`src/rtl/rr_mux_arbiter_pkg.sv`:
```
// ----------------------------------------------------------------------------
// rr_mux_arbiter_pkg
// Shared constants, the pick result type and the round-robin search
// function used by the arbiter's combinational picker.
// ----------------------------------------------------------------------------
package rr_mux_arbiter_pkg;

    // Default build configuration
    localparam int N_REQ_DEF  = 4;
    localparam int DATA_W_DEF = 8;

    // Widest supported requester vector; the search function is written at
    // this width and narrower arbiters zero-extend into it.
    localparam int MAX_REQ = 16;
    localparam int PTR_W   = $clog2(MAX_REQ);

    // Result of one round-robin search
    typedef struct packed {
        logic             found;
        logic [PTR_W-1:0] idx;
    } pick_t;

    // Round-robin search: the lowest set bit at or above ptr wins (masked
    // scan); if none exists the lowest set bit overall wins (unmasked scan),
    // which is the wrap from the top index back to 0. Both scans walk from
    // the top down so the last assignment is the lowest qualifying index.
    function automatic pick_t rr_pick(input logic [MAX_REQ-1:0] valid,
                                      input logic [PTR_W-1:0]   ptr);
        pick_t              res;
        logic               masked_hit;
        logic [PTR_W-1:0]   masked_idx;
        logic [PTR_W-1:0]   unmasked_idx;
        masked_hit   = 1'b0;
        masked_idx   = '0;
        unmasked_idx = '0;
        for (int i = MAX_REQ - 1; i >= 0; i--) begin
            if (valid[i]) begin
                unmasked_idx = PTR_W'(i);
            end
            if (valid[i] && (i >= int'(ptr))) begin
                masked_hit = 1'b1;
                masked_idx = PTR_W'(i);
            end
        end
        res.found = |valid;
        res.idx   = masked_hit ? masked_idx : unmasked_idx;
        return res;
    endfunction

endpackage : rr_mux_arbiter_pkg

```
`src/rtl/rr_mux_arbiter_pick.sv`:
```
// ----------------------------------------------------------------------------
// rr_mux_arbiter_pick
// Purely combinational round-robin priority search. Zero-extends the
// requester vector and pointer to the package search width, runs the
// masked/unmasked double scan and narrows the winner back to IDX_W bits.
// ----------------------------------------------------------------------------
module rr_mux_arbiter_pick
    import rr_mux_arbiter_pkg::*;
#(
    parameter int N_REQ = N_REQ_DEF,
    parameter int IDX_W = $clog2(N_REQ)
) (
    input  logic [N_REQ-1:0] valid_i,
    input  logic [IDX_W-1:0] ptr_i,
    output logic             found_o,
    output logic [IDX_W-1:0] idx_o
);

    logic [MAX_REQ-1:0] valid_ext;
    logic [PTR_W-1:0]   ptr_ext;
    pick_t              res;
    logic               unused_idx_hi;

    // Widen inputs and run the double scan
    always_comb begin
        valid_ext              = '0;
        valid_ext[N_REQ-1:0]   = valid_i;
        ptr_ext                = '0;
        ptr_ext[IDX_W-1:0]     = ptr_i;
        res                    = rr_pick(valid_ext, ptr_ext);
    end

    // Upper index bits are always zero because valid_ext is zero above N_REQ
    assign found_o       = res.found;
    assign idx_o         = res.idx[IDX_W-1:0];
    assign unused_idx_hi = ^res.idx;

endmodule : rr_mux_arbiter_pick

```
`src/rtl/rr_mux_arbiter.sv`:
```
// ----------------------------------------------------------------------------
// rr_mux_arbiter
// Round-robin arbiter for N_REQ valid/ready producers sharing one registered
// output channel. Holds the output register, pointer, load logic and data
// mux; the priority search lives in rr_mux_arbiter_pick.
//
// Optional packet locking is compiled in with RR_MUX_ARBITER_LOCK_EN: adds
// in_last/out_last and keeps the grant on one requester until its last beat.
//
// Handshake: a beat moves from requester i when in_valid[i] && in_ready[i]
// at a rising edge; the output beat moves when out_valid && out_ready.
// in_ready is at most one-hot, only for a valid requester, and only when the
// output register is empty or draining (load = !out_valid || out_ready).
// Producers hold in_valid/in_data until accepted; out_data stays stable while
// out_valid && !out_ready.
// ----------------------------------------------------------------------------
module rr_mux_arbiter
    import rr_mux_arbiter_pkg::*;
#(
    parameter  int N_REQ  = N_REQ_DEF,
    parameter  int DATA_W = DATA_W_DEF,
    localparam int IDX_W  = $clog2(N_REQ)
) (
    input  logic                    clk,
    input  logic                    rst_n,
    input  logic [N_REQ-1:0]        in_valid,
    input  logic [N_REQ*DATA_W-1:0] in_data,
    output logic [N_REQ-1:0]        in_ready,
`ifdef RR_MUX_ARBITER_LOCK_EN
    input  logic [N_REQ-1:0]        in_last,
    output logic                    out_last,
`endif
    output logic                    out_valid,
    output logic [DATA_W-1:0]       out_data,
    input  logic                    out_ready,
    output logic [IDX_W-1:0]        grant_idx
);

    // Registered state
    logic              out_valid_q, out_valid_d;
    logic [DATA_W-1:0] out_data_q,  out_data_d;
    logic [IDX_W-1:0]  grant_idx_q, grant_idx_d;
    logic [IDX_W-1:0]  ptr_q,       ptr_d;
`ifdef RR_MUX_ARBITER_LOCK_EN
    logic              lock_q,      lock_d;
    logic              out_last_q,  out_last_d;
`endif

    // Arbitration signals
    logic              load;
    logic [N_REQ-1:0]  cand_valid;
    logic              found;
    logic [IDX_W-1:0]  winner;
    logic [DATA_W-1:0] win_data;
    logic [IDX_W-1:0]  winner_inc;

    assign load = !out_valid_q || out_ready;

    // Candidate set: everyone valid, or only the locked owner while a packet is open
`ifdef RR_MUX_ARBITER_LOCK_EN
    always_comb begin
        cand_valid = in_valid;
        if (lock_q) begin
            cand_valid = in_valid & (N_REQ'(1) << grant_idx_q);
        end
    end
`else
    always_comb begin
        cand_valid = in_valid;
    end
`endif

    rr_mux_arbiter_pick #(
        .N_REQ (N_REQ),
        .IDX_W (IDX_W)
    ) u_pick (
        .valid_i (cand_valid),
        .ptr_i   (ptr_q),
        .found_o (found),
        .idx_o   (winner)
    );

    // Data mux for the current winner
    always_comb begin
        win_data = in_data[int'(winner)*DATA_W +: DATA_W];
    end

    // Pointer moves one past the winner, wrapping at N_REQ-1 (not a power of two in general)
    always_comb begin
        winner_inc = winner + IDX_W'(1);
        if (winner == IDX_W'(N_REQ - 1)) begin
            winner_inc = '0;
        end
    end

    // Ready to the winner only; suppressed during reset so no accept pulse leaks out
    always_comb begin
        in_ready = '0;
        if (rst_n && load && found) begin
            in_ready[winner] = 1'b1;
        end
    end

    // Next-state: load a winner, go empty when nobody is valid, or hold under backpressure
    always_comb begin
        out_valid_d = out_valid_q;
        out_data_d  = out_data_q;
        grant_idx_d = grant_idx_q;
        ptr_d       = ptr_q;
`ifdef RR_MUX_ARBITER_LOCK_EN
        lock_d      = lock_q;
        out_last_d  = out_last_q;
`endif
        if (load) begin
            if (found) begin
                out_valid_d = 1'b1;
                out_data_d  = win_data;
                grant_idx_d = winner;
                ptr_d       = winner_inc;
`ifdef RR_MUX_ARBITER_LOCK_EN
                lock_d      = !in_last[winner];
                out_last_d  = in_last[winner];
`endif
            end else begin
                out_valid_d = 1'b0;
            end
        end
    end

    // State registers with asynchronous reset
    always_ff @(posedge clk or negedge rst_n) begin
        if (!rst_n) begin
            out_valid_q <= 1'b0;
            out_data_q  <= '0;
            grant_idx_q <= '0;
            ptr_q       <= '0;
`ifdef RR_MUX_ARBITER_LOCK_EN
            lock_q      <= 1'b0;
            out_last_q  <= 1'b0;
`endif
        end else begin
            out_valid_q <= out_valid_d;
            out_data_q  <= out_data_d;
            grant_idx_q <= grant_idx_d;
            ptr_q       <= ptr_d;
`ifdef RR_MUX_ARBITER_LOCK_EN
            lock_q      <= lock_d;
            out_last_q  <= out_last_d;
`endif
        end
    end

    assign out_valid = out_valid_q;
    assign out_data  = out_data_q;
    assign grant_idx = grant_idx_q;
`ifdef RR_MUX_ARBITER_LOCK_EN
    assign out_last  = out_last_q;
`endif

endmodule : rr_mux_arbiter

```
`config.mk`:
```
export PLATFORM = sky130hd
export DESIGN_NAME = rr_mux_arbiter
export DESIGN_NICKNAME = d
export VERILOG_FILES = /design/src/rtl/rr_mux_arbiter_pkg.sv /design/src/rtl/rr_mux_arbiter_pick.sv /design/src/rtl/rr_mux_arbiter.sv
export SDC_FILE = /design/constraint.sdc
export NUM_CORES = 1
export LEC_CHECK = 0
export BUFFER_PORTS_ARGS = -buffer_cell sky130_fd_sc_hd__buf_2
export CORE_ASPECT_RATIO = 1.2
export CORE_MARGIN = 4
export CORE_UTILIZATION = 45
export CTS_BUF_LIST = sky130_fd_sc_hd__clkbuf_16
export DETAILED_ROUTE_END_ITERATION = 16
export PLACE_DENSITY = 0.92
export RECOVER_POWER = 25
export SLEW_MARGIN = 20
export SYNTH_ARGS = -nofsm -noshare
export SYNTH_HDL_FRONTEND = slang
export SYNTH_SLANG_ARGS = --single-unit
```
`constraint.sdc`:
```
create_clock -name clk -period 4.6 [get_ports clk]
set_clock_uncertainty 0.15 [all_clocks]
set_input_delay 0 -clock clk [delete_from_list [all_inputs] [get_ports clk]]
set_output_delay 0 -clock clk [all_outputs]
set_load 0.03 [all_outputs]
```
==> Word-level counts from Yosys, hierarchy flattened <==
Index checks and enable logic that the tools add are counted.
{ "op_classes": {"n_addsub": 1, "magnitude_cmp": 5, "eq_ne": 1, "shifts": 1, "mux": 17, "n_reduce_logical": 10} }
{ "op_table": {"columns": ["operator", "count"], "rows": [
  ["$shiftx 32x6->8", 1],
  ["$mux 2", 9],
  ["$logic_and 1x1->1", 6],
  ["$mux 1", 6],
  ["$ge 1x2->1 const A", 2],
  ["$mux 4", 1],
  ["$reduce_or 4->1", 1],
  ["$lt 2x3->1 const B", 1],
  ["$add 2x1->2 const B", 1],
  ["$demux 1 s2", 1],
  ["$eq 2x2->1 const B", 1],
  ["$ge 2x1->1 const B", 1],
  ["$ge 2x2->1 const A", 1],
  ["$reduce_and 2->1", 1],
  ["$logic_not 1->1", 1],
  ["$logic_or 1x1->1", 1]
]} }
{ "word_totals": {"regBits": 13, "in_bits": 39, "output_inout_bits": 15, "elab_cells": 39} }

==> Depth between registers and ports, before layout <==
{ "logic_depth": {"word_depth": 11, "mapped_depth": 9, "ltp_nobuf": 7} }

==> Hierarchy <==
Synthesis repeated with hierarchy kept, for this count alone.
{ "unflattened": {"hier_cells": 65, "hier_area_um2": 895.9} }
{ "modules_own_cells": {"columns": ["mod", "instances", "cells_per_inst", "area_per_inst_um2", "seq_area_each_um2"], "rows": [
  ["rr_mux_arbiter", 1, 52, 818.3, 325.3],
  ["rr_mux_arbiter_pick", 1, 13, 77.6, 0.0]
]} }

==> Least setup slack after synthesis <==
Ideal clock, no wire load.
{ "synth_path": {"path_type": "register to register", "from": "register ptr_q[0]", "to": "register ptr_q[1]", "setup_time_ps": 118, "t_arrival_ps": 1419, "required_ps": 4332, "path_slack_ps": 2914, "stages_incl_launch_ff": 10, "n_path_buf": 2, "synth_period_minus_slack_ps": 1686, "cell_sequence": "dfrtp_1 inv_1 a21boi_1 o211ai_2 buf_6 buf_12 inv_1 ha_1 nand2_1 nand2_1"} }
{ "synth_between": {"elab_chain_cells": 8, "elab_cells_between_ends": 16, "classes_between": "add/sub (1); order compare (3); eq/ne (1); mux (8); reduce/logical (3)"} }
{ "synth_rtl": {"columns": ["item", "line", "text"], "rows": [
  ["start: declaration", "rr_mux_arbiter.sv:43", "logic [IDX_W-1:0] ptr_q, ptr_d;"],
  ["start signal: assignment", "rr_mux_arbiter.sv:145", "ptr_q <= ptr_d;"],
  ["$ge 2x2->1", "rr_mux_arbiter_pkg.sv:40", "if (valid[i] && (i >= int'(ptr))) begin"],
  ["$logic_and 1x1->1", "rr_mux_arbiter_pkg.sv:40", null],
  ["$mux 2 or $mux 1 (tied branches) (3 in a row)", "rr_mux_arbiter_pkg.sv:40", null],
  ["$mux 2 *", "rr_mux_arbiter_pkg.sv:46", "res.idx = masked_hit ? masked_idx : unmasked_idx;"],
  ["net u_pick.idx_o[0]", "rr_mux_arbiter_pick.sv:16", "output logic [IDX_W-1:0] idx_o"],
  ["$add 2x1->2 or $eq 2x2->1 (tied branches)", "rr_mux_arbiter.sv:90, rr_mux_arbiter.sv:91", null],
  ["$mux 2 *", "rr_mux_arbiter.sv:91", "if (winner == IDX_W'(N_REQ - 1)) begin"],
  ["net winner_inc[1]", "rr_mux_arbiter.sv:55", "logic [IDX_W-1:0] winner_inc;"]
]} }
The timed path passes the listed nets; every way through them passes the cells marked *.
A chain may end at the register's enable or synchronous reset.

==> Final worst setup path <==
{ "layout_path": {"from": "register ptr_q[0]", "to": "register out_data_q[6] (netlist: out_data[6])"} }
{ "layout_between": {"elab_chain_cells": 7, "elab_cells_between_ends": 14, "classes_between": "order compare (3); shift (1); mux (7); reduce/logical (3)"} }
{ "layout_rtl": {"columns": ["item", "line", "text"], "rows": [
  ["$ge 2x2->1", "rr_mux_arbiter_pkg.sv:40", null],
  ["$logic_and 1x1->1", "rr_mux_arbiter_pkg.sv:40", null],
  ["$mux 2 or $mux 1 (tied branches) (3 in a row)", "rr_mux_arbiter_pkg.sv:40", null],
  ["$mux 2 *", "rr_mux_arbiter_pkg.sv:46", null],
  ["$shiftx 32x6->8 *", "rr_mux_arbiter.sv:85", "win_data = in_data[int'(winner)*DATA_W +: DATA_W];"],
  ["end signal: assignment", "rr_mux_arbiter.sv:143", "out_data_q <= out_data_d;"],
  ["end: declaration", "rr_mux_arbiter.sv:41", "logic [DATA_W-1:0] out_data_q, out_data_d;"]
]} }
Every way passes the cells marked *; elsewhere a longest branch is shown, timed or not.

==> summary.txt <==
Route
  • 1st-iter DRT viols: 24
  • Routed vias: roughly 1000
  • Drt pass-1 iters: 4
  • Drt drc: 0
  • Post-route ant nets: 0
  • Avg WL per Cell: ~17 um
  • Drt via density: 5.36
  • WL final: just over 3000 um

Timing
  • Final hold violations: 0
  • Slew margin rel.: 0.471
  • Setup-failing EPs final: 0
  • Unrepaired setup endpoints after global routing: false
  • Hold_ws: between 0.15 and 0.2 ns
  • Worst-margin pin slew: between 0.7 and 0.8 ns
  • Post-layout min period: slightly above 3 ns
  • Final Max Tran Viols: 0
  • Final Cycle Share: 0.676
  • FMAX: approximately 0.32 GHz
  • Final worst slack: around 1.5 ns
  • Setup TNS: 0 ns

Synth
  • Cell area after synthesis: ~900 um^2
  • Yosys cell types: 22
  • Synth Net Count: between 100 and 150
  • Avg Cell Area, Syn: ~10 um^2
  • Synth Register Bits: 13
  • Synth Instances: 85
  • Largest cells by area after synthesis: dfrtp_1, mux2i_1, o221ai_1, nand2_1, ha_1
  • Area leader, netlist: dfrtp_1
  • Post-synth top area share: 0.370
  • Seq/Total Area, Yosys: 0.370
  • Synth warn: 0

Die
  • Core area: around 0.0019 mm^2
  • Die area: about 0.0027 mm^2
  • Chip width: between 40 and 50 um
  • Initial Util: 0.475
  • Ports: between 50 and 60
  • # rows: 17
  • Die H: roughly 56 um

Global route
  • Largest net degree at the start of global routing: 21
  • Vias in the first global route: 1054
  • GRT Overall Usage: 0.230
  • Grt ovf: 0
  • First-pass GRT wire length: slightly below 5000 um
  • Antenna violations before repair: 0

Power
  • P_leak: around 0.0008 uW
  • Clock network power share: 0.223
  • Net Sw Frac: 0.399
  • Reg power frac: 0.255
  • Net load switching power: slightly below 300 uW
  • Peak VDD IR: 330 uV
  • Logic pwr share: 0.523
  • Int Power: 443 uW
  • Power Density: roughly 500 mW/mm^2

Critical path
  • CP Launch Type: flop
  • Ordered list of cells on the worst path: inv_1 > a21boi_1 > o211ai_4 > mux2i_1 > dlygate4sd3_1 > o221ai_1 > dlygate4sd3_1
  • Slowest stage delay, CP: around 0.64 ns
  • Reg2reg path depth: 7
  • CP endpoint kind: flop
  • Top cell by count, worst path: dlygate4sd3_1
  • Slowest CP cell: o211ai_4
  • CP Class: reg2reg
  • Critical path peak fanout: 20
  • WP data arrival: 3.08 ns
  • CP required: roughly 4.6 ns

Clocking
  • Cts hold-fix bufs: 27
  • CTS Root Cell: clkbuf_16
  • Setup Buffers After CTS: 0
  • Clock Latency Late Sink: between 0.2 and 0.25 ns
  • H-tree depth: 1
  • Post-cts sizing count: 0
  • Clk slew on worst S/H paths: about 0.050 ns
  • Clock Sinks: 13
  • Num CTS Buffers: 3
  • CTS tree: yes
  • Clock buffer depth: 2

Placement
  • Placed cell count: about 150
  • Routability cong.: 0.821
  • Dpl hpwl: ~1700 um
  • Port Buffers: 53
  • Placement Setup Slack: between 2 and 2.5 ns

Cells and area
  • # nets final: 210
  • Number of antenna diodes: 0
  • Area growth from synthesis to layout: 68.7%
  • Post-Layout Cell Count: 185
  • Final Util: 0.801
  • Layout cells sized above 1: 0.373

Job
  • Max cap viols: 0

Run status
  • Status: complete, no violations

Min path
  • Min-delay worst type: in2reg
  • Hold path depth: 5
==> critical path, delay by kind of cell (launching register included) <==
family	cells	cell delay [ns]
buffers and inverters	3	1.29
AOI/OAI and AO/OA	3	0.88
DFF	1	0.40
muxes	1	0.27
==> flip-flops by register name (all words and copies together) (netlist names) <==
name,flops
ptr_q,2
out_valid,1
grant_idx,2
out_data,8
==> layout make-up <==
type	count	area, um^2
clock buffer	3	75.1
clock inverter	1	3.75
fill	104	369
inverter	4	15.0
multi-input combinational	65	504
sequential	13	325
tap	19	23.8
timing repair buffer	80	534
==> per-stage QoR <==
step / total power (uW) / instance area (um^2)
3_5_place_dp: 482 / 1120
6_report: 736 / 1480
4_1_cts: 714 / 1470
2_1_floorplan: 415 / 878
5_1_grt: 772 / 1480
3_3_place_gp: 473 / 1120
==> cells in the mapped netlist, drive strengths merged <==
cell and instances:
a21boi 1, a21o 2, a21oi 4, and3 4
buf 3, dfrtp 13, ha 4, inv 4
mux2i 16, nand2 17, nand2b 1, nor2 1
nor2b 2, nor4 1, o211ai 1, o21ai 1
o221ai 8, o32a 1, or2 1
==> cells by family after synthesis <==
kind of cell	after synthesis	share of synthesized area
muxes	16	0.182
AOI/OAI and AO/OA	18	0.161
adders and majority gates	4	0.0570
buffers and inverters	7	0.0655
DFF	13	0.370
and+or+nand+nor	27	0.164
==> per-layer routing <==
layer | global-route usage | vias to the layer above | wire length [um]
li1 | - | 471 | -
met1 | 0.240 | 450 | 1170
met2 | 0.420 | 58 | 1590
met3 | 0.0637 | 13 | 256
met4 | 0.0988 | 0 | 72
met5 | 0 | - | 0
==> power by group through the flow <==
stage                     Combinational (uW)  Clock, uW  Sequential, uW
after global placement                   290          0             182
after floorplan                          166          0             249
after global routing                     412        168             192
final                                    385        164             187
after CTS                                367        164             183
after detailed placement                 300          0             182
==> worst paths after layout <==
path | from | to | slack (ns)
setup / recovery | ptr_q[0] | out_data[6] | 1.49
hold / removal | in_valid[3] | ptr_q[1] | 0.18
setup reg to reg | ptr_q[0] | out_data[6] | 1.49
max in group asynchronous | rst_n | out_valid | 3.56
min in group asynchronous | rst_n | grant_idx[0] | 0.25
hold reg to reg | grant_idx[0] | grant_idx[0] | 0.35
==> placed cells by master (no fill, tap or decap) <==
master         netlist  final
a21o_1               2      2
clkbuf_1             0      1
dfrtp_1             13     13
ha_1                 4      4
clkbuf_16            0      3
a21boi_1             1      1
a21oi_1              4      4
or2_2                1      1
o211ai_4             0      1
nand2b_4             1      1
o21ai_1              1      1
nor2_1               1      1
and3_1               4      4
nand2_1             15     15
nor4_1               1      1
nand2_2              2      2
buf_2                0     52
o221ai_1             8      8
inv_1                4      5
dlygate4sd3_1        0     27
mux2i_1             16     16
nor2b_1              1      1
o32a_2               1      1
nor2b_4              1      1
Power figures use the tool's default switching activity.
